`src/rtl/hwpe_stream_package.sv`:
```
// hwpe_stream_package
//   Shared types and helpers for the HWPE-Stream FIFO family.
//   - flags_fifo_t   : occupancy flags reported by the FIFOs
//   - fifo_lvl_width : bits needed to hold an occupancy of 0..depth
package hwpe_stream_package;

  typedef struct packed {
    logic almost_full;
    logic almost_empty;
    logic full;
    logic empty;
  } flags_fifo_t;

  // Level counts 0..depth inclusive, hence depth+1 distinct values.
  function automatic int unsigned fifo_lvl_width(input int unsigned depth);
    return $clog2(depth + 1);
  endfunction

endpackage

```
`src/rtl/hwpe_stream_intf_stream.sv`:
```
// hwpe_stream_intf_stream
//   HWPE-Stream valid/ready handshake bundle.
//   valid, data, strb : driven by the source
//   ready             : driven by the sink
//   A beat transfers on a cycle with valid & ready; valid never waits on ready.
interface hwpe_stream_intf_stream #(
  parameter int unsigned DATA_WIDTH = 32,
  parameter int unsigned STRB_WIDTH = (DATA_WIDTH + 7) / 8
);

  logic                  valid;
  logic                  ready;
  logic [DATA_WIDTH-1:0] data;
  logic [STRB_WIDTH-1:0] strb;

  modport source (output valid, output data, output strb, input ready);
  modport sink   (input valid, input data, input strb, output ready);

endinterface

```
`src/rtl/hwpe_stream_fifo_lvl_mem.sv`:
```
// hwpe_stream_fifo_lvl_mem
//   Flip-flop storage for hwpe_stream_fifo_lvl: FIFO_DEPTH entries of
//   {strb, data}, one synchronous write port, one asynchronous read port.
//   Ports:
//     clk_i, rst_ni  clock, asynchronous active-low reset (zeroes all entries)
//     clear_i        synchronous clear (zeroes all entries)
//     we_i, waddr_i, wdata_i  write port
//     raddr_i, rdata_o        combinational read port
module hwpe_stream_fifo_lvl_mem #(
  parameter  int unsigned DATA_WIDTH  = 32,
  parameter  int unsigned STRB_WIDTH  = (DATA_WIDTH + 7) / 8,
  parameter  int unsigned FIFO_DEPTH  = 8,
  localparam int unsigned ENTRY_WIDTH = DATA_WIDTH + STRB_WIDTH,
  localparam int unsigned ADDR_WIDTH  = $clog2(FIFO_DEPTH)
) (
  input  logic                   clk_i,
  input  logic                   rst_ni,
  input  logic                   clear_i,
  input  logic                   we_i,
  input  logic [ADDR_WIDTH-1:0]  waddr_i,
  input  logic [ENTRY_WIDTH-1:0] wdata_i,
  input  logic [ADDR_WIDTH-1:0]  raddr_i,
  output logic [ENTRY_WIDTH-1:0] rdata_o
);

  logic [ENTRY_WIDTH-1:0] mem_q [FIFO_DEPTH];

  always_ff @(posedge clk_i or negedge rst_ni) begin
    if (!rst_ni) begin
      for (int unsigned i = 0; i < FIFO_DEPTH; i++) mem_q[i] <= '0;
    end else if (clear_i) begin
      for (int unsigned i = 0; i < FIFO_DEPTH; i++) mem_q[i] <= '0;
    end else if (we_i) begin
      mem_q[waddr_i] <= wdata_i;
    end
  end

  assign rdata_o = mem_q[raddr_i];

endmodule

```
`src/rtl/hwpe_stream_fifo_lvl.sv`:
```
// hwpe_stream_fifo_lvl
//   Single-clock HWPE-Stream FIFO of any depth >= 2 with an exact fill
//   level and runtime almost-full / almost-empty watermarks. With
//   FALL_THROUGH = 1 an empty FIFO forwards the incoming beat to the output
//   in the same cycle.
//   Ports:
//     clk_i, rst_ni        clock, asynchronous active-low reset
//     clear_i              synchronous clear, same effect as reset
//     thr_almost_full_i    almost_full  when level >= this value
//     thr_almost_empty_i   almost_empty when level <= this value
//     level_o              occupancy 0..FIFO_DEPTH
//     flags_o              empty / full / almost_empty / almost_full
//     stall_cnt_o          cycles with push_i.valid while full (saturating)
//     push_i               input stream (sink)
//     pop_o                output stream (source)
//   Build option:
//     HWPE_STREAM_FIFO_STALL_CNT_EN  when defined, stall_cnt_o is a live
//                                    counter; otherwise it is tied to 0.
module hwpe_stream_fifo_lvl
  import hwpe_stream_package::*;
#(
  parameter  int unsigned DATA_WIDTH   = 32,
  parameter  int unsigned FIFO_DEPTH   = 8,
  parameter  int unsigned FALL_THROUGH = 0,
  localparam int unsigned LVL_WIDTH    = fifo_lvl_width(FIFO_DEPTH)
) (
  input  logic                 clk_i,
  input  logic                 rst_ni,
  input  logic                 clear_i,
  input  logic [LVL_WIDTH-1:0] thr_almost_full_i,
  input  logic [LVL_WIDTH-1:0] thr_almost_empty_i,
  output logic [LVL_WIDTH-1:0] level_o,
  output flags_fifo_t          flags_o,
  output logic [31:0]          stall_cnt_o,
  hwpe_stream_intf_stream.sink   push_i,
  hwpe_stream_intf_stream.source pop_o
);

  localparam int unsigned STRB_WIDTH  = (DATA_WIDTH + 7) / 8;
  localparam int unsigned ENTRY_WIDTH = DATA_WIDTH + STRB_WIDTH;
  localparam int unsigned ADDR_WIDTH  = $clog2(FIFO_DEPTH);
  localparam logic [LVL_WIDTH-1:0]  LVL_FULL = LVL_WIDTH'(FIFO_DEPTH);
  localparam logic [ADDR_WIDTH-1:0] PTR_LAST = ADDR_WIDTH'(FIFO_DEPTH - 1);
  localparam bit FT_EN = (FALL_THROUGH != 0);

  // Explicit wrap so non-power-of-two depths never index past the last entry.
  function automatic logic [ADDR_WIDTH-1:0] next_ptr(input logic [ADDR_WIDTH-1:0] p);
    return (p == PTR_LAST) ? '0 : p + ADDR_WIDTH'(1);
  endfunction

  logic [LVL_WIDTH-1:0]   level_q, level_d;
  logic [ADDR_WIDTH-1:0]  wr_ptr_q, rd_ptr_q;
  logic                   empty, full, ft_path;
  logic                   pop_valid, push_hs, pop_hs, ft_bypass;
  logic                   wr_en, rd_en;
  logic [ENTRY_WIDTH-1:0] wr_entry, rd_entry, pop_entry;

  assign empty = (level_q == '0);
  assign full  = (level_q == LVL_FULL);

  // Fall-through path is only live while nothing is stored.
  assign ft_path = FT_EN & empty;

  // ready comes from registered state only: no path from pop_o.ready.
  assign push_i.ready = ~full;

  assign pop_valid   = ft_path ? push_i.valid : ~empty;
  assign pop_o.valid = pop_valid;

  assign push_hs = push_i.valid & ~full;
  assign pop_hs  = pop_valid & pop_o.ready;

  // A beat consumed straight through never touches storage or counters.
  assign ft_bypass = ft_path & pop_hs;
  assign wr_en     = push_hs & ~ft_bypass;
  assign rd_en     = pop_hs & ~ft_bypass;

  assign wr_entry  = {push_i.strb, push_i.data};
  assign pop_entry = !pop_valid ? '0 : (ft_path ? wr_entry : rd_entry);

  assign pop_o.data = pop_entry[DATA_WIDTH-1:0];
  assign pop_o.strb = pop_entry[ENTRY_WIDTH-1:DATA_WIDTH];

  assign level_d = level_q + LVL_WIDTH'(wr_en) - LVL_WIDTH'(rd_en);

  // Pointer / level state
  always_ff @(posedge clk_i or negedge rst_ni) begin
    if (!rst_ni) begin
      level_q  <= '0;
      wr_ptr_q <= '0;
      rd_ptr_q <= '0;
    end else if (clear_i) begin
      level_q  <= '0;
      wr_ptr_q <= '0;
      rd_ptr_q <= '0;
    end else begin
      level_q <= level_d;
      if (wr_en) wr_ptr_q <= next_ptr(wr_ptr_q);
      if (rd_en) rd_ptr_q <= next_ptr(rd_ptr_q);
    end
  end

  hwpe_stream_fifo_lvl_mem #(
    .DATA_WIDTH (DATA_WIDTH),
    .STRB_WIDTH (STRB_WIDTH),
    .FIFO_DEPTH (FIFO_DEPTH)
  ) i_mem (
    .clk_i   (clk_i),
    .rst_ni  (rst_ni),
    .clear_i (clear_i),
    .we_i    (wr_en),
    .waddr_i (wr_ptr_q),
    .wdata_i (wr_entry),
    .raddr_i (rd_ptr_q),
    .rdata_o (rd_entry)
  );

  assign level_o              = level_q;
  assign flags_o.empty        = empty;
  assign flags_o.full         = full;
  assign flags_o.almost_full  = (level_q >= thr_almost_full_i);
  assign flags_o.almost_empty = (level_q <= thr_almost_empty_i);

`ifdef HWPE_STREAM_FIFO_STALL_CNT_EN
  logic [31:0] stall_cnt_q;

  function automatic logic [31:0] sat_inc(input logic [31:0] v);
    return (v == 32'hFFFF_FFFF) ? v : v + 32'd1;
  endfunction

  // Stall counter
  always_ff @(posedge clk_i or negedge rst_ni) begin
    if (!rst_ni) begin
      stall_cnt_q <= '0;
    end else if (clear_i) begin
      stall_cnt_q <= '0;
    end else if (push_i.valid & full) begin
      stall_cnt_q <= sat_inc(stall_cnt_q);
    end
  end

  assign stall_cnt_o = stall_cnt_q;
`else
  assign stall_cnt_o = '0;
`endif

endmodule

```
`src/flat_wrapper.sv`:
```
// flat-port wrapper written by rule: the top's interface ports become plain ports
module hwpe_stream_fifo_lvl_flat import hwpe_stream_package::*;
#(
  parameter  int unsigned DATA_WIDTH   = 32,
  parameter  int unsigned FIFO_DEPTH   = 8,
  parameter  int unsigned FALL_THROUGH = 0,
  localparam int unsigned LVL_WIDTH    = fifo_lvl_width(FIFO_DEPTH)
)
  (clk_i, rst_ni, clear_i, thr_almost_full_i, thr_almost_empty_i, level_o, flags_o, stall_cnt_o, push_i_valid, push_i_data, push_i_strb, push_i_ready, pop_o_valid, pop_o_data, pop_o_strb, pop_o_ready);
  hwpe_stream_intf_stream #(.DATA_WIDTH(DATA_WIDTH)) push_i_i ();
  hwpe_stream_intf_stream #(.DATA_WIDTH(DATA_WIDTH)) pop_o_i ();
  input  logic clk_i;
  input  logic rst_ni;
  input  logic clear_i;
  input  logic [LVL_WIDTH-1:0] thr_almost_full_i;
  input  logic [LVL_WIDTH-1:0] thr_almost_empty_i;
  output logic [LVL_WIDTH-1:0] level_o;
  output flags_fifo_t flags_o;
  output logic [31:0] stall_cnt_o;
  input wire logic [$bits(push_i_i.valid)-1:0] push_i_valid;
  input wire logic [$bits(push_i_i.data)-1:0] push_i_data;
  input wire logic [$bits(push_i_i.strb)-1:0] push_i_strb;
  output wire logic [$bits(push_i_i.ready)-1:0] push_i_ready;
  output wire logic [$bits(pop_o_i.valid)-1:0] pop_o_valid;
  output wire logic [$bits(pop_o_i.data)-1:0] pop_o_data;
  output wire logic [$bits(pop_o_i.strb)-1:0] pop_o_strb;
  input wire logic [$bits(pop_o_i.ready)-1:0] pop_o_ready;
  assign push_i_i.valid = push_i_valid;
  assign push_i_i.data = push_i_data;
  assign push_i_i.strb = push_i_strb;
  assign push_i_ready = push_i_i.ready;
  assign pop_o_valid = pop_o_i.valid;
  assign pop_o_data = pop_o_i.data;
  assign pop_o_strb = pop_o_i.strb;
  assign pop_o_i.ready = pop_o_ready;
  hwpe_stream_fifo_lvl #(.DATA_WIDTH(DATA_WIDTH), .FIFO_DEPTH(FIFO_DEPTH), .FALL_THROUGH(FALL_THROUGH)) u_core (.clk_i(clk_i), .rst_ni(rst_ni), .clear_i(clear_i), .thr_almost_full_i(thr_almost_full_i), .thr_almost_empty_i(thr_almost_empty_i), .level_o(level_o), .flags_o(flags_o), .stall_cnt_o(stall_cnt_o), .push_i(push_i_i), .pop_o(pop_o_i));
endmodule
```
`config.mk`:
```
export PLATFORM = sky130hd
export DESIGN_NAME = hwpe_stream_fifo_lvl_flat
export DESIGN_NICKNAME = d
export VERILOG_FILES = /design/src/rtl/hwpe_stream_package.sv /design/src/rtl/hwpe_stream_intf_stream.sv /design/src/rtl/hwpe_stream_fifo_lvl_mem.sv /design/src/rtl/hwpe_stream_fifo_lvl.sv /design/src/flat_wrapper.sv
export SDC_FILE = /design/constraint.sdc
export NUM_CORES = 1
export LEC_CHECK = 0
export BUFFER_PORTS_ARGS = -buffer_cell sky130_fd_sc_hd__buf_2
export CORE_MARGIN = 3
export CORE_UTILIZATION = 60
export CTS_BUF_LIST = sky130_fd_sc_hd__clkbuf_4
export CTS_CLUSTER_DIAMETER = 200
export DETAILED_ROUTE_END_ITERATION = 12
export PLACE_DENSITY_LB_ADDON = 0.05
export SYNTH_ARGS = -nofsm -noshare
export SYNTH_HDL_FRONTEND = slang
export SYNTH_HIERARCHICAL = 1
export SYNTH_SLANG_ARGS = --single-unit
```
`constraint.sdc`:
```
create_clock -name clk_i -period 3.5 [get_ports clk_i]
set_input_delay 0.175 -clock clk_i [delete_from_list [all_inputs] [get_ports clk_i]]
set_output_delay 0.175 -clock clk_i [all_outputs]
set_load 0.02 [all_outputs]
```
Word level (Yosys, flattened, before mapping) --
Index checks and enable logic that the tools add are counted.
Storage, ports and cells: word-level logic and storage cells 49, output and inout bits 78, bits in registers 298, input bits 49
Cells by class: equal/unequal tests 3, multiplexer cells 16, bitwise logic cells 6, magnitude comparators 5, reduce and logical (&&, ||, !) cells 4, add/sub/neg operators 4
Operator list (count):
- two-way mux 288 bit | 2
- bitwise mux 288 bit | 1
- two-way mux 36 bit | 4
- binary-select mux 36 bit (select 3 bit) | 1
- demux 36 bit (select 3 bit) | 1
- two-way mux 3 bit | 6
- >= comparator 4 bit, second input constant | 2
- NOT 3 -> 4 bit | 2
- adder 3 x 1 -> 3 bit, second input constant | 2
- equality test 3 bit, second input constant | 2
- adder 4 x 1 -> 4 bit | 1
- equality test 4 bit, second input constant | 1
- >= comparator 4 bit | 1
- <= comparator 4 bit | 1
- zero test 4 bit | 1
- less-than comparator 4 x 1 -> 1 bit, second input constant | 1
- two-way mux 4 bit | 1
- nonzero test 2 bit | 2
- subtractor 4 x 1 -> 4 bit | 1
- bitwise AND 1 bit | 2
- NOT 1 bit | 2
- logical AND 1 bit | 1

Depth between registers and ports, before layout --
word-level depth 8, mapped depth 12

Hierarchy --
Netlist, hierarchy kept.
By module, submodules not included:
- hwpe_stream_fifo_lvl_mem | cells each 1427, times used 1, seq. area each 7206.9 µm², area an instance 13940.9 µm²
- hwpe_stream_fifo_lvl | cells each 169, times used 1, seq. area each 250.2 µm², area an instance 1393.8 µm²

Least setup slack after synthesis --
No wires, ideal clock.
path type register -> register, start register u_core.level_q[2] (netlist: u_core/level_o[2]), end register u_core.level_q[2] (netlist: u_core/level_o[2]), cell stages (with the launch flop) 12, path slack 1087 ps, data required time 3378 ps, arrival 2291 ps, library setup time 122 ps, cells stage by stage dfrtp_1 > inv_1 > ha_1 > or3b_4 > clkinv_2 > nor2_1 > ha_1 > inv_1 > ha_1 > fa_1 > xnor2_1 > nor2_1
On the way: elaborated cells on any way between the ends 9, those cells by class add/sub (2); eq/ne (1); mux (1); bitwise (4); reduce/logical (1)
RTL lines:
- from (decl) | line hwpe_stream_fifo_lvl.sv:51 | logic [LVL_WIDTH-1:0] level_q, level_d;
- from (signal assigned) | line hwpe_stream_fifo_lvl.sv:97 | level_q <= level_d;
- zero test 4 bit | line hwpe_stream_fifo_lvl.sv:58 | assign empty = (level_q == '0);
- named net u_core.empty | line hwpe_stream_fifo_lvl.sv:53 | logic empty, full, ft_path;
- NOT 1 bit | line hwpe_stream_fifo_lvl.sv:67 | assign pop_valid = ft_path ? push_i.valid : ~empty;
- bitwise AND 1 bit | line hwpe_stream_fifo_lvl.sv:71 | assign pop_hs = pop_valid & pop_o.ready;
- subtractor 4 x 1 -> 4 bit | line hwpe_stream_fifo_lvl.sv:84 | assign level_d = level_q + LVL_WIDTH'(wr_en) - LVL_WIDTH'(rd_en);
- two-way mux 4 bit | line hwpe_stream_fifo_lvl.sv:92 | end else if (clear_i) begin
The timed path passes the listed nets, and every way through them passes these cells. A chain may end at the register's enable or synchronous reset.

Worst setup path in the final report --
start register u_core.rd_ptr_q[0], end output port pop_o_data[25]
On the way: word-level cells in the longest chain between the ends 5
Ends and longest elaborated chain:
- from (decl) | line hwpe_stream_fifo_lvl.sv:52 | logic [ADDR_WIDTH-1:0] wr_ptr_q, rd_ptr_q;
- from (signal assigned) | line hwpe_stream_fifo_lvl.sv:99 | if (rd_en) rd_ptr_q <= next_ptr(rd_ptr_q);
- NOT 3 -> 4 bit (implied by the code) | line hwpe_stream_fifo_lvl_mem.sv:38 | assign rdata_o = mem_q[raddr_i];
- binary-select mux 36 bit (select 3 bit) | line hwpe_stream_fifo_lvl_mem.sv:38
- two-way mux 36 bit (implied by the code) (2 in a row) | line hwpe_stream_fifo_lvl_mem.sv:38
- named net u_core.rd_entry[25] | line hwpe_stream_fifo_lvl.sv:56 | logic [ENTRY_WIDTH-1:0] wr_entry, rd_entry, pop_entry;
- two-way mux 36 bit | line hwpe_stream_fifo_lvl.sv:79 | assign pop_entry = !pop_valid ? '0 : (ft_path ? wr_entry : rd_entry);
- to (decl) | line flat_wrapper.sv:25 | output wire logic [$bits(pop_o_i.data)-1:0] pop_o_data;
The timed path passes the listed nets, and every way through them passes these cells. The select of a mux whose other input is x is not followed.

==> reports/metrics.cfg <==
[clock_tree]
cts-root-buf = clkbuf_4
post_cts_resized = 0
clock_path_buffers = 3
h-tree-depth = 3
path_clk_slew_ns = 0.06
clkLatencyLatePin_ns = 0.69
postCtsSetupBuffers = 0
cts.sinks = 298
cts_tree = done
cts_buffers = 80

[floorplanning]
chipWidth_um = 166
start_util_pct = 62.0
fp.coreArea_sq_mm = 0.0247
fp-row-count = 57
fp.dieH_um = 166
dieArea_sq_mm = 0.0275
io_pins = 127

[detailed_routing]
drtPass1Iterations = 7
met1Wirelength_mm = 16.9
postRouteAntennaNets = 0
drt-initial-drc-count = 1142
via_per_inst = 5.76
wl_met3_mm = 2.65
wl_per_cell_um = 19.3
num_vias = 11900
drc = 0
maxUsedRoutingLayer = met4
wl_mm = 39.7
wl_met2_mm = 19.5

[place]
hpwl_mm = 22.9
portBuffers = 94
place_ws_ns = 0.630
dp_cells = 1892
gp_congestion = 0.781

[final_layout]
final_cell_mix = nand2_1 (577), dfrtp_1 (295), a21oi_1 (294), clkbuf_4 (114), buf_2 (92)
fin_nets = 1757
fillers = 1987
stdcell_count = 2063
layout-drive-gt1-share_pct = 22.0
final_common_cell = nand2_1
area_delta_synth_final_pct = 10.8

[setup_path]
critPathArrivalTime_ns = 3.11
reg2reg_to = u_core/i_mem/mem_q[287]
cp_max_fo = 37
timing.rr.start = u_core/level_o[2]
r2r_slack_ns = 0.66
crit_type = flop to primary output
worst_r2r_path_depth = 8
start_kind = flop
critPathCaptureType = primary output
worst_ep_required_time_ns = 3.32

[timing]
min_period_over_period_pct = 93.7
fin_skew_ns = 0.0401
max_clock_freq_mhz = 305
timing.hold.ws_ns = 0.128
rsz0062_at_grt = false
setup_viol = 0
fin_crit_ns = 3.28
timing.final.ws_setup_ns = 0.220
hold_viol = 0
max_slew.worst_pin.slew_ns = 1.02
slew_headroom_pct = 32.3
slew_viol_final = 0
setup_tns_ns = 0

[power]
cellLeakagePower_nw = 7.39
cellPowerDensity_mw_per_mm2 = 527
ir_drop_v = 0.000458

[hold_path]
worstHoldPathType = input pin to asynchronous set/reset pin

[flow_run]
cap_violations = 0

[run_status]
status = completed

[logic_synthesis]
synth.distinct_cells = 43
synth_flop_cell = dfrtp_1
syn_avg_cell_area_sq_um = 9.61
synth_top_area_share_pct = 48.6
syn_area_sq_mm = 0.0153
synth_largest_area_cell = dfrtp_1
ys_seq_area_share_pct = 48.6
synthArstFlopShare_pct = 100
synth_edf_count = 0
yosysWarnings = 6
postSynthCellCount = 1596
synth_area_leaders = dfrtp_1 (49%), nand2_1 (14%), mux4_2 (10%)
synth_seq_cells = 298

[global_routing]
gr-total-overflow = 0
grt_pass1_wl_mm = 65.1
grt_pass1_vias = 12100
grt_max_degree = 132
groute.usage.overall_pct = 29.2
antenna_found_initial = 1

==> metal layers <==
metal  up-vias  global-route usage, %
met3        65                   5.17
met5         -                      0
met4         0                   8.17
met1      5907                   41.1
li1       5461                      -
met2       443                   47.4
==> kinds of logic (layout without fill, tap and decap cells) <==
| logic type | count (synthesis) | in the layout | synth area share (%) |
|---|---|---|---|
| flops | 298 | 298 | 48.6 |
| buf+inv | 210 | 321 | 8.44 |
| other cells | 1 | 33 | 0.0245 |
| mux | 108 | 108 | 13.3 |
| xor+xnor | 1 | 1 | 0.0571 |
| compound gates | 306 | 306 | 10.2 |
| simple gates | 653 | 653 | 17.8 |
| fa+ha+maj | 19 | 19 | 1.60 |
==> synth_stat cells, types with 4 or more instances <==
cell      instances
a21oi_1         294
and2_1           36
buf_2            38
buf_4            87
buf_6            17
clkbuf_1         48
dfrtp_1         298
ha_1             18
inv_1            16
mux2_2           36
mux4_1            4
mux4_2           68
nand2_1         577
nand2b_1          5
nand3_1           8
==> stage by stage <==
step           total power, mW  utilization [%]  instance area [sq um]
2_1_floorplan             5.46                -                  15500
4_1_cts                   9.05             68.6                  17000
6_report                  8.95             68.6                  17000
5_1_grt                   9.45             68.6                  17000
3_3_place_gp              5.91             63.1                  15600
3_5_place_dp              5.95             63.1                  15600
==> timing repair <==
| action | in CTS | in global routing |
|---|---|---|
| setup endpoints to repair | 0 | 0 |
| hold buffers | 39 | 0 |
| endpoints found under the hold margin | 383 | 0 |
==> power by group <==
part	internal, mW	switching (mW)	total (mW)
clock network	1.63	1.41	3.04
registers	3.60	0.220	3.82
logic	0.853	1.24	2.09
==> area by class of cell <==
class	instances	area (sq um)	area share [%]
Sequential cell	298	7470	43.9
Multi-Input combinational cell	1119	6720	39.6
Timing Repair Buffer	171	1340	7.89
Clock buffer	114	856	5.04
Tap cell	324	405	2.39
Clock inverter	17	123	0.722
Inverter	19	76.3	0.449
Antenna cell	1	2.50	0.0147
==> how the worst max path moves through the flow <==
stage / startpoint / endpoint / cells past startpoint
final: u_core/rd_ptr_q[0] / pop_o_data[25] / 5
after global routing: u_core/rd_ptr_q[0] / pop_o_data[25] / 5
after CTS: u_core/rd_ptr_q[0] / pop_o_data[25] / 5
after detailed placement: u_core/level_o[2] / u_core/i_mem/mem_q[286] / 8
after global placement: u_core/level_o[2] / u_core/i_mem/mem_q[286] / 8
after floorplan: u_core/level_o[2] / u_core/level_o[2] / 11
==> flip-flops by register name, indices dropped and copies added (netlist names) <==
name,cells
u_core/rd_ptr_q,3
u_core/i_mem/mem_q,288
u_core/level_o,4
u_core/wr_ptr_q,3
==> worst max-delay path, cell delays in order (launching register included) <==
cell and delay (ns):
dfrtp_4 0.96, buf_4 0.32, mux4_1 0.55, mux2_2 0.27
and2_1 0.15, buf_2 0.16
Note: power is estimated with default switching activity, not from simulation.
